File: config.mk
export PLATFORM = sky130hd
export DESIGN_NAME = s_mem_arbiter
export DESIGN_NICKNAME = d
export VERILOG_FILES = /design/src/rtl/s_mem_arbiter.sv
export SDC_FILE = /design/constraint.sdc
export NUM_CORES = 1
export LEC_CHECK = 0
export CAP_MARGIN = 0
export CORE_ASPECT_RATIO = 1.4
export CORE_UTILIZATION = 35
export CTS_BUF_LIST = sky130_fd_sc_hd__clkbuf_4 sky130_fd_sc_hd__clkbuf_8
export DETAILED_ROUTE_END_ITERATION = 16
export PLACE_DENSITY = 0.92
export SYNTH_ARGS = -nofsm -noshare
export SYNTH_HDL_FRONTEND = slang
export SYNTH_SLANG_ARGS = --single-unit
File: constraint.sdc
create_clock -name clk -period 3.5 [get_ports clk]
set_clock_uncertainty 0.05 [all_clocks]
set_input_delay 0.35 -clock clk [delete_from_list [all_inputs] [get_ports clk]]
set_output_delay 0.35 -clock clk [all_outputs]
set_load 0.1 [all_outputs]
File: src/rtl/s_mem_arbiter.sv
// Round-robin owner arbiter for the shared 256x8 S-memory port.
// Grants are registered, optionally locked, and reads return one cycle later.
module s_mem_arbiter #(
  parameter int N_REQ = 3,
  parameter int AW    = 8,
  parameter int DW    = 8
) (
  input  logic               clk,
  input  logic               reset,
  input  logic [N_REQ-1:0]    req,
  input  logic [N_REQ-1:0]    lock,
  input  logic [N_REQ-1:0]    wren_in,
  input  logic [N_REQ*AW-1:0] addr_in,
  input  logic [N_REQ*DW-1:0] data_in,
  output logic [N_REQ-1:0]    gnt,
  output logic [N_REQ-1:0]    rvalid,
  output logic [DW-1:0]       rdata,
  output logic                busy,
  output logic [AW-1:0]       mem_address,
  output logic [DW-1:0]       mem_data,
  output logic                mem_wren,
  input  logic [DW-1:0]       mem_q
);

  localparam int IW = (N_REQ > 1) ? $clog2(N_REQ) : 1;

  typedef enum logic {
    IDLE,
    OWNED
  } state_t;

  state_t        state;
  logic [IW-1:0] last;
  logic [IW-1:0] pick;
  logic          found;
  int            idx;

  // First requester after the last owner, wrapping modulo N_REQ.
  always_comb begin
    pick  = last;
    found = 1'b0;
    idx   = 0;
    for (int i = 1; i <= N_REQ; i++) begin
      idx = (int'(last) + i) % N_REQ;
      if (!found && req[idx]) begin
        pick  = IW'(idx);
        found = 1'b1;
      end
    end
  end

  always_ff @(posedge clk or posedge reset) begin
    if (reset) begin
      state  <= IDLE;
      gnt    <= '0;
      rvalid <= '0;
      last   <= IW'(N_REQ - 1);
    end else begin
      rvalid <= req & gnt & ~wren_in;
      unique case (state)
        IDLE: begin
          if (found) begin
            gnt   <= N_REQ'(1) << pick;
            last  <= pick;
            state <= OWNED;
          end
        end
        OWNED: begin
          if (!req[last] && !lock[last]) begin
            gnt   <= '0;
            state <= IDLE;
          end
        end
        default: begin
          gnt   <= '0;
          state <= IDLE;
        end
      endcase
    end
  end

  // last doubles as the owner index; while idle it keeps the old address.
  assign mem_address = addr_in[last*AW +: AW];
  assign mem_data    = data_in[last*DW +: DW];
  assign mem_wren    = |(wren_in & req & gnt);
  assign rdata       = mem_q;
  assign busy        = |gnt;

endmodule
After elaboration in Yosys (flattened, before gate mapping):

Cells that the tools add are included.

* register bits: 9
* bits in latches: 0
* bits in writable memories: 0
* ROM bits: 0
* input port bits: 67
* output and inout bits: 32
* logic and storage cells: 61
* memories kept: 0

* $add $sub $neg: 3
* $mul: 0
* divide/modulo/power cells: 3
* $lt $le $gt $ge: 4
* eq/ne operators: 2
* shift operators: 3
* muxes and demuxes: 25
* bitwise operators: 6
* reductions and logical operators: 11

Operators by type and width (count)
* $lt 32x4->1 const B: 3
* $mod 32x3->32 const B: 3
* $shiftx 24x6->8: 2
* $mux 1: 13
* $and 3x3->3: 4
* $bmux 1 s2: 5
* $add 2x2->3 const B: 2
* $mux 2: 3
* $mux 3: 2
* $pmux 3 s2: 1
* $reduce_or 3->1: 2
* $logic_not 1->1: 4
* $reduce_and 2->1: 2
* $add 2x1->3 const B: 1
* $logic_and 1x1->1: 3
* $lt 2x3->1 const B: 1
* $not 3->3: 1
* $shl 1x2->3 const A: 1
* $ne 2x1->1 const B: 1
* $ne 2x2->1 const B: 1
* $pmux 1 s2: 1
* $not 1->1: 1

Logic depth before layout (Yosys ltp):

Gate-level depths: netlist of the first run.

* depth in word-level cells: 15
* mapped depth: 9
* gate-level depth less buffers: 7

Worst setup path before layout of the first run:

Ideal clock, no wire load.

* kind: register to output
* from: reg last[1]
* to: out mem_address[0]
* arrival: 3.252 ns
* required time: 3.100 ns
* setup slack: -0.152 ns
* stages on the path, launching flop included: 5
* buffers on the path: 2
* path through: dfstp_2 -> buf_2 -> buf_2 -> mux2i_1 -> o21ai_0

* cells in the longest elaborated chain, start to end: 1

RTL lines
* start, declared: RTL line 33 `logic [IW-1:0] last;`
* start signal, assigned: RTL line 57 `last <= IW'(N_REQ - 1);`
* start signal, assigned: RTL line 64 `last <= pick;`
* $shiftx 24x6->8: RTL line 83 `assign mem_address = addr_in[last*AW +: AW];`
* end, declared: RTL line 19 `output logic [AW-1:0] mem_address,`

Every way passes these cells.

Worst setup path in the final report of the first run:

* from: reg last[1]
* to: reg last[0]

* cells in the longest elaborated chain, start to end: 13
* elaborated cells on any way between the ends: 26
* classes of those cells: 3 x add/sub; 3 x div; 15 x mux; 5 x reduce/logical

RTL lines
* $add 2x1->3: RTL line 44 `idx = (int'(last) + i) % N_REQ;`
* $mod 32x3->32: RTL line 44
* $bmux 1 s2: RTL line 45 `if (!found && req[idx]) begin`
* $mux 1 (not written as such) (2 in a row): RTL line 45
* $mux 1: RTL line 45
* $logic_not 1->1: RTL line 45
* $logic_and 1x1->1: RTL line 45
* $mux 1: RTL line 45
* $logic_not 1->1: RTL line 45
* $logic_and 1x1->1: RTL line 45
* $mux 1: RTL line 45
* $reduce_and 2->1 (no source line)

Parallel ways exist; a longest one is shown, timed or not. The select of a mux whose other input is x is not followed.
A chain may end at the register's enable or synchronous reset.

==> summary.md, run 1 <==
| Metric | Value |
|---|---|
| Slew HR | 35.8% |
| RD Place Congestion | 0.881 |
| RSZ-0062 raised after global routing | no |
| Worst Path Max Fanout | 15 |
| Setup-failing EPs final | 0 |
| Fmax | 418 MHz |
| Vias/cell | 5.05 |
| # DRC | 0 |
| Detailed Place HPWL | 2530 um |
| DR pass1 iterations | 4 |
| Number of global-route vias before repair | 1,254 |
| Core Rows | 24 |
| Min-Delay Path Class | in2async |
| Synth top area share | 17.7% |
| Layout cells sized above 1 | 14.6% |
| CTS Sinks | 9 |
| Final setup TNS | 0 ns |
| CTS H-tree lvls | 1 |
| DR WL/cell | 12.6 um |
| Max-Cap Viols | 0 |
| Leading cell type in the layout, fill and taps excluded | clkdlybuf4s50_1 |
| First-pass GRT wire length | 5350 um |
| WP data required | 3.56 ns |
| Pins Over Slew Limit | 0 |
| Antenna viol nets, final | 0 |
| Ports | 99 |
| Starting Density | 36.7% |
| Seq cells post-synth | 9 |
| Worst Path Class, Setup | reg2reg |
| Die X | 50.1 um |
| Worst slew pin tran | 0.960 ns |
| Initial antenna violation count | 0 |
| CP arrival | 2.45 ns |
| Status | completed |
| # Post-CTS Setup Buffers | 0 |
| CTS max path bufs | 2 |
| Gr ovfl total | 0 |
| TritonCTS clock tree | yes |
| Synth area leaders | dfrtp_1 (18%), mux2i_1 (15%), o21ai_0 (8.8%) |
| Post-Synthesis Cells | 149 |
| Chip Height | 69.3 um |
| # resized after CTS | 0 |
| Port Buffers | 82 |
| Area leader, netlist | dfrtp_1 |
| Syn_nets | 218 |
| Layout Nets | 289 |
| Largest net degree at the start of global routing | 21 |
| Clock Tree Root | clkbuf_8 |
| Final WL | 3250 um |
| Hold_buf cts | 0 |
| CP Launch Type | register |
| Netlist Area Pre-Place | 0.00113 mm^2 |
| Die area | 0.00347 mm^2 |
| Tmin final | 2.39 ns |
| Final period utilization | 68.3% |
| Gr usage total | 19.2% |
| DRT iter0 DRCs | 20 |
| Clk_lat worst skew | 0.23 ns |
| Filler instances | 264 |
| CP Capture Type | register |
| Syn Area/Cell | 7.61 um^2 |
| Final hold violations | 0 |
| Placeable core area | 0.00309 mm^2 |
| CTS Buf Count | 3 |
| Yosys warns | 0 |
| Clock transition at path regs | 0.04 ns |
| Most frequent cells in the layout | clkdlybuf4s50_1 (65), nand2_1 (24), buf_4 (19), mux2i_1 (17) |
| Netlist cell types | 39 |
| Post-synthesis sequential area ratio | 20.0% |
| Ant. Diodes | 0 |
| Layout area overhead | 69.0% |
| Routed via count | 1,304 |
[layout make-up]
cell class	count	area [um^2]	area share [%]
inverter	4	15.0	0.784
sequential	9	226	11.8
clock buffer	4	48.8	2.55
timing repair buffer	85	813	42.5
tap	39	48.8	2.55
multi-input combinational	117	763	39.8
[cells in the mapped netlist, drive strengths merged]
cell,instances
o31ai,3
a22o,2
o32ai,2
o21ai,22
nor4,1
and3,1
a31oi,2
or2,1
mux2,1
a211oi,2
mux2i,17
nand3,8
nand4b,1
inv,4
a21oi,3
nor2b,3
o311ai,1
nor3b,1
nand2b,3
dfstp,1
ha,2
maj3,1
nand3b,1
a31o,1
a21bo,1
a21o,2
nor2,6
a221oi,1
and2b,3
dfrtp,8
or3,1
buf,18
clkbuf,1
nand2,24
[registers in the layout, summed over array words and instances (netlist names)]
signal,flops
gnt,3
last,2
rvalid,3
state,1
[cell families after synthesis]
group	after synthesis	synth area share (%)
adders and majority gates	3	3.20
and+or+nand+nor	54	23.5
buffers and inverters	23	12.7
muxes	18	16.0
AOI/OAI and AO/OA	42	24.6
DFF	9	20.0
[stage by stage]
stage	hold slack, ns	area (um^2)	util [%]	worst slack (ns)	instances
6_report	0.327	1920	61.9	1.11	258
5_1_grt	0.366	1920	61.9	1.01	258
4_1_cts	0.340	1920	61.9	1.10	258
3_5_place_dp	0.507	1870	60.4	1.13	254
3_3_place_gp	0.502	1870	60.4	1.16	254
2_1_floorplan	0.127	1130	-	0.141	149
[critical path, stage by stage, from the launching register on]
cell      delay [ns]
dfstp_2         0.62
ha_1            0.41
maj3_2          0.38
a221oi_2        0.29
and2b_1         0.19
mux2_2          0.33
[final timing paths]
kind	startpoint	depth (start not counted)	to	slack, ns
min in group clk	gnt[0]$_DFFE_PP0P_	2	rvalid[0]$_DFF_PP0_	0.51
worst max register to register	last[1]$_DFFE_PP1P_	5	last[0]$_DFFE_PP0P_	1.11
worst min register to register	gnt[0]$_DFFE_PP0P_	2	rvalid[0]$_DFF_PP0_	0.51
worst min-delay path	reset	2	state$_DFF_PP0_	0.33
max in group asynchronous	reset	2	last[1]$_DFFE_PP1P_	2.78
worst max-delay path	last[1]$_DFFE_PP1P_	5	last[0]$_DFFE_PP0P_	1.11
[routing by layer]
| layer | part of all wire, % | track usage, % | up-vias |
|---|---|---|---|
| li1 | - | - | 667 |
| met3 | 5.0 | 3.29 | 10 |
| met4 | 2.1 | 5.71 | 0 |
| met5 | 0 | 0 | - |
| met1 | 40 | 20.7 | 577 |
| met2 | 53 | 36.1 | 50 |
Power of run 1 is left out: the tool's default activity adds up to more than one toggle a clock period on the data nets, which glitch-free logic cannot reach.
==> run 2: changes to the inputs <==
--- a/config.mk
+++ b/config.mk
@@ -7,10 +7,10 @@
 export LEC_CHECK = 0
 export CAP_MARGIN = 0
 export CORE_ASPECT_RATIO = 1.4
-export CORE_UTILIZATION = 35
+export CORE_UTILIZATION = 29
 export CTS_BUF_LIST = sky130_fd_sc_hd__clkbuf_4 sky130_fd_sc_hd__clkbuf_8
 export DETAILED_ROUTE_END_ITERATION = 16
-export PLACE_DENSITY = 0.92
+export PLACE_DENSITY = 0.82
 export SYNTH_ARGS = -nofsm -noshare
 export SYNTH_HDL_FRONTEND = slang
 export SYNTH_SLANG_ARGS = --single-unit
==> constraint.sdc (replaced) <==
create_clock -name clk -period 2.1 [get_ports clk]
set_clock_uncertainty 0.05 [all_clocks]
set_input_delay 0.21 -clock clk [delete_from_list [all_inputs] [get_ports clk]]
set_output_delay 0.21 -clock clk [all_outputs]
set_load 0.1 [all_outputs]
==> run 2 against run 1 <==
  * The flow now finishes with violations (negative setup slack)
  * Via count increased by 5.8%
  * Maximum frequency rose by 13%
  * Utilization up 2.4 points
  * Sequential cell count stayed put
  * Critical endpoint unchanged
==> summary.md, run 2 (same netlist as run 1, synthesis figures left out) <==
| Metric | Value |
|---|---|
| Fmax | 474 MHz |
| DR WL/cell | 14.8 um |
| Pins Over Slew Limit | 0 |
| Worst slew pin tran | 0.517 ns |
| Ant. Diodes | 0 |
| Gr usage total | 18.1% |
| Number of global-route vias before repair | 1,266 |
| Clock Tree Root | clkbuf_8 |
| Starting Density | 30.6% |
| CTS H-tree lvls | 1 |
| Placeable core area | 0.00371 mm^2 |
| Largest net degree at the start of global routing | 17 |
| Gr ovfl total | 0 |
| Clk_lat worst skew | 0.23 ns |
| DR pass1 iterations | 4 |
| Initial antenna violation count | 0 |
| Vias/cell | 5.05 |
| DRT iter0 DRCs | 28 |
| Post-place setup slack | -0.0313 ns |
| RD Place Congestion | 0.862 |
| Failing checks | negative setup slack |
| Hold_buf cts | 0 |
| Core Rows | 26 |
| RSZ-0062 raised after global routing | yes |
| TritonCTS clock tree | yes |
| Setup-failing EPs final | 1 |
| Final hold violations | 0 |
| Leading cell type in the layout, fill and taps excluded | clkdlybuf4s50_1 |
| Max-Cap Viols | 0 |
| Chip Height | 76.0 um |
| CP arrival | 2.17 ns |
| CP Capture Type | register |
| Min-Delay Path Class | in2async |
| Status | finished with violations |
| Detailed Place HPWL | 3100 um |
| Port Buffers | 82 |
| Routed via count | 1,379 |
| Clock transition at path regs | 0.05 ns |
| Setup ws final | -0.0101 ns |
| Tmin final | 2.11 ns |
| CTS Buf Count | 3 |
| Antenna viol nets, final | 0 |
| Worst Path Max Fanout | 4 |
| # DRC | 0 |
| Final WL | 4030 um |
| Final period utilization | 100% |
| Die area | 0.00417 mm^2 |
| CP Launch Type | register |
| Layout area overhead | 110% |
| Layout cells sized above 1 | 33.8% |
| WP data required | 2.16 ns |
| Layout Nets | 301 |
| Largest regs | gnt x3, rvalid x3, last x2 |
| Die X | 54.8 um |
| First-pass GRT wire length | 5730 um |
| CTS Sinks | 9 |
| CTS max path bufs | 2 |
| Most frequent cells in the layout | clkdlybuf4s50_1 (58), nand2_1 (24), buf_4 (20), mux2i_1 (17), buf_12 (17) |
| Worst Path Class, Setup | reg2reg |
| Ports | 99 |
| Slew HR | 65.1% |
==> run 2: changes by cell type in the layout (fill, tap and decap cells not counted), moves of 5 or more <==
| cell | change |
|---|---|
| o21ai_4 | +5 |
| clkdlybuf4s50_1 | -7 |
| o21ai_1 | -8 |
| o21ai_2 | +11 |
| o21ai_0 | -8 |
| buf_12 | +16 |
==> run 2: worst max-delay path: stages (launching register included) <==
cell      delay [ns]
dfstp_2         0.58
inv_2           0.07
ha_4            0.16
maj3_2          0.33
a221oi_4        0.29
and2b_1         0.21
mux2_4          0.31
==> run 2: layer usage <==
metal / wire length, um / track usage [%]
met1: 1430 / 20.2
met2: 2280 / 32.7
met3: 207 / 1.40
met4: 117 / 7.18
met5: 0 / 0
==> run 2: stage by stage <==
step | instances | utilization, % | TNS, ns | hold slack, ns | instance area (um^2)
after floorplan | 149 | - | -0.631 | -0.0128 | 1240
after global placement | 266 | 60.0 | 0 | 0.371 | 2220
after detailed placement | 266 | 60.0 | -0.0965 | 0.371 | 2220
after CTS | 272 | 62.4 | 0 | 0.209 | 2310
after global routing | 273 | 64.3 | -0.148 | 0.246 | 2390
final | 273 | 64.3 | -0.0101 | 0.195 | 2390
==> run 2: what timing repair did <==
action	in CTS	in global routing
gates resized for setup	6	12
setup buffers	2	1
pin swaps	3	3
setup endpoints to repair	19	21
endpoints found under the hold margin	0	0
==> run 2: layout make-up <==
cell class,count,area (um^2)
tap,42,52.6
timing repair buffer,97,1090
fill,297,1320
clock buffer,4,48.8
multi-input combinational,117,950
sequential,9,226
inverter,4,15.0
==> run 2: worst paths after layout <==
| kind | start | to | slack (ns) | cells past startpoint |
|---|---|---|---|---|
| min | reset | state$_DFF_PP0_ | 0.19 | 2 |
| min reg2reg | gnt[2]$_DFFE_PP0P_ | rvalid[2]$_DFF_PP0_ | 0.51 | 2 |
| min in group clk | mem_q[1] | rdata[1] | 0.37 | 0 |
| max | last[1]$_DFFE_PP1P_ | last[0]$_DFFE_PP0P_ | -0.01 | 6 |
| max in group asynchronous | reset | last[1]$_DFFE_PP1P_ | 1.51 | 2 |
| max reg2reg | last[1]$_DFFE_PP1P_ | last[0]$_DFFE_PP0P_ | -0.01 | 6 |
Power of run 2 is left out for the same reason.
==> run 3: changes to the inputs <==
--- a/config.mk
+++ b/config.mk
@@ -7,8 +7,10 @@
 export LEC_CHECK = 0
 export CAP_MARGIN = 0
 export CORE_ASPECT_RATIO = 1.4
+export CORE_MARGIN = 2
 export CORE_UTILIZATION = 29
 export CTS_BUF_LIST = sky130_fd_sc_hd__clkbuf_4 sky130_fd_sc_hd__clkbuf_8
+export CTS_CLUSTER_DIAMETER = 200
 export DETAILED_ROUTE_END_ITERATION = 16
 export PLACE_DENSITY = 0.82
 export SYNTH_ARGS = -nofsm -noshare
==> run 3 against run 2 <==
  * The run still ends with negative setup slack left
  * Final cell count unchanged
  * First-iteration DRC count up 3.6%
  * Setup slack worse by 0.018 ns
  * Wire length up 0.74%
  * Non-clock buffer count unchanged
  * Utilization down 0.84 points
  * Sequential share of layout area up 0.13 points
  * Register-to-register slack worse by 0.02 ns
  * Final area down 1.3%
  * Worst hold slack better by 0.00089 ns
  * Critical path type unchanged
  * Largest cell class unchanged
==> summary.md, run 3 (same netlist as run 1, synthesis figures left out) <==
| Metric | Value |
|---|---|
| Status | finished with violations |
| Failing checks | negative setup slack |
| Met3 Use GR | 1.50% |
| CP Capture Type | register |
| Cells along the critical path | inv_1 -> ha_4 -> maj3_2 -> a221oi_2 -> and2b_1 -> mux2_2 |
| CP arrival | 2.19 ns |
| Setup ws final | -0.0280 ns |
| Routed via count | 1,394 |
| WP data required | 2.16 ns |
| # DRC | 0 |
| RD Place Congestion | 0.872 |
| Die area | 0.00443 mm^2 |
| CTS Buf Count | 3 |
| Die X | 56.8 um |
| Gr usage total | 17.7% |
| Setup-failing EPs final | 1 |
| Largest net degree at the start of global routing | 17 |
| Final WL | 4060 um |
| DRT iter0 DRCs | 29 |
| Pins Over Slew Limit | 0 |
| Final hold violations | 0 |
| CTS H-tree lvls | 1 |
| Clock Tree Root | clkbuf_8 |
| Min-Delay Path Class | in2async |
| DR pass1 iterations | 4 |
| Ports | 99 |
| Number of global-route vias before repair | 1,372 |
| Worst slew pin tran | 0.624 ns |
| Hold_buf cts | 0 |
| Placeable core area | 0.00371 mm^2 |
| Initial antenna violation count | 0 |
| Worst Path Max Fanout | 5 |
| Most frequent cells in the layout | clkdlybuf4s50_1 (58), nand2_1 (24), buf_4 (22), mux2i_1 (17), buf_12 (17) |
| GR peak layer | met2 |
| Util after Layout | 63.5% |
| Fmax | 470 MHz |
| Antenna viol nets, final | 0 |
| Leading cell type in the layout, fill and taps excluded | clkdlybuf4s50_1 |
| Worst Reg-to-Reg Cells | 6 |
| Clock transition at path regs | 0.05 ns |
| Filler instances | 306 |
| Final cell count without fillers | 273 |
| Worst Path Class, Setup | reg2reg |
| RSZ-0062 raised after global routing | yes |
| Layout cells sized above 1 | 32.9% |
| Tmin final | 2.13 ns |
| Critical-path top delay cell | dfstp_2 |
| Gr ovfl total | 0 |
| Ant. Diodes | 0 |
| Port Buffers | 82 |
| Max-Cap Viols | 0 |
| CP Launch Type | register |
| CTS max path bufs | 2 |
| CTS Sinks | 9 |
| Layout area overhead | 108% |
| First-pass GRT wire length | 6430 um |
| Chip Height | 78.0 um |
| Clk_lat worst skew | 0.23 ns |
| TritonCTS clock tree | yes |
| Largest regs | gnt x3, rvalid x3, last x2 |
| Vias/cell | 5.11 |
| Layout Nets | 301 |
| Grt met2 use | 31.2% |
| Slew HR | 58.4% |
| Starting Density | 30.6% |
| Inst Count DP | 268 |
| Detailed Place HPWL | 3300 um |
| DR WL/cell | 14.9 um |
| Final setup TNS | -0.0280 ns |
| Core Rows | 26 |
| GR Util met1 | 21.4% |
| Max incr delay on CP | 0.58 ns |
| Final period utilization | 101% |
run 3: final cells by class:
class | instances | area, um^2 | area share, %
clock buffer | 4 | 48.8 | 2.07
timing repair buffer | 97 | 1090 | 46.1
sequential | 9 | 226 | 9.62
inverter | 4 | 15.0 | 0.638
multi-input combinational | 117 | 926 | 39.3
tap | 42 | 52.6 | 2.23
run 3: repair_timing:
| action | CTS | global route |
|---|---|---|
| resized for setup | 3 | 9 |
| buffers inserted | 0 | 1 |
| gates cloned | 0 | 0 |
| setup endpoints to repair | 18 | 14 |
| endpoints found under the hold margin | 0 | 0 |
| pin swaps | 0 | 2 |
run 3: per-stage QoR:
step,instance area (um^2),hold slack [ns],worst slack [ns]
final,2350,0.196,-0.0280
after global routing,2350,0.230,-0.107
after CTS,2290,0.204,0.00820
after detailed placement,2240,0.371,-0.0415
after global placement,2240,0.371,0.0137
after floorplan,1240,-0.0128,-0.138
run 3: routing by layer:
metal,vias to the layer above,share of wire (%)
met5,-,0
met3,14,4.4
met4,0,4.1
met1,637,37
li1,688,-
met2,55,55
run 3: final timing paths:
check / slack (ns) / to / from
setup / recovery: -0.03 / last[0]$_DFFE_PP0P_ / last[1]$_DFFE_PP1P_
hold / removal: 0.20 / gnt[1]$_DFFE_PP0P_ / reset
setup reg to reg: -0.03 / last[0]$_DFFE_PP0P_ / last[1]$_DFFE_PP1P_
hold reg to reg: 0.52 / rvalid[2]$_DFF_PP0_ / gnt[2]$_DFFE_PP0P_
max in group asynchronous: 1.51 / last[1]$_DFFE_PP1P_ / reset
min in group clk: 0.37 / rdata[2] / mem_q[2]
run 3: worst max-delay path, delay by kind of cell, from the launching register on:
family                     cells  cell delay (ns)
and+or+nand+nor                1             0.19
muxes                          1             0.34
AOI/OAI and AO/OA              1             0.27
buffers and inverters          1             0.10
adders and majority gates      2             0.48
DFF                            1             0.58
Power of run 3 is left out for the same reason.
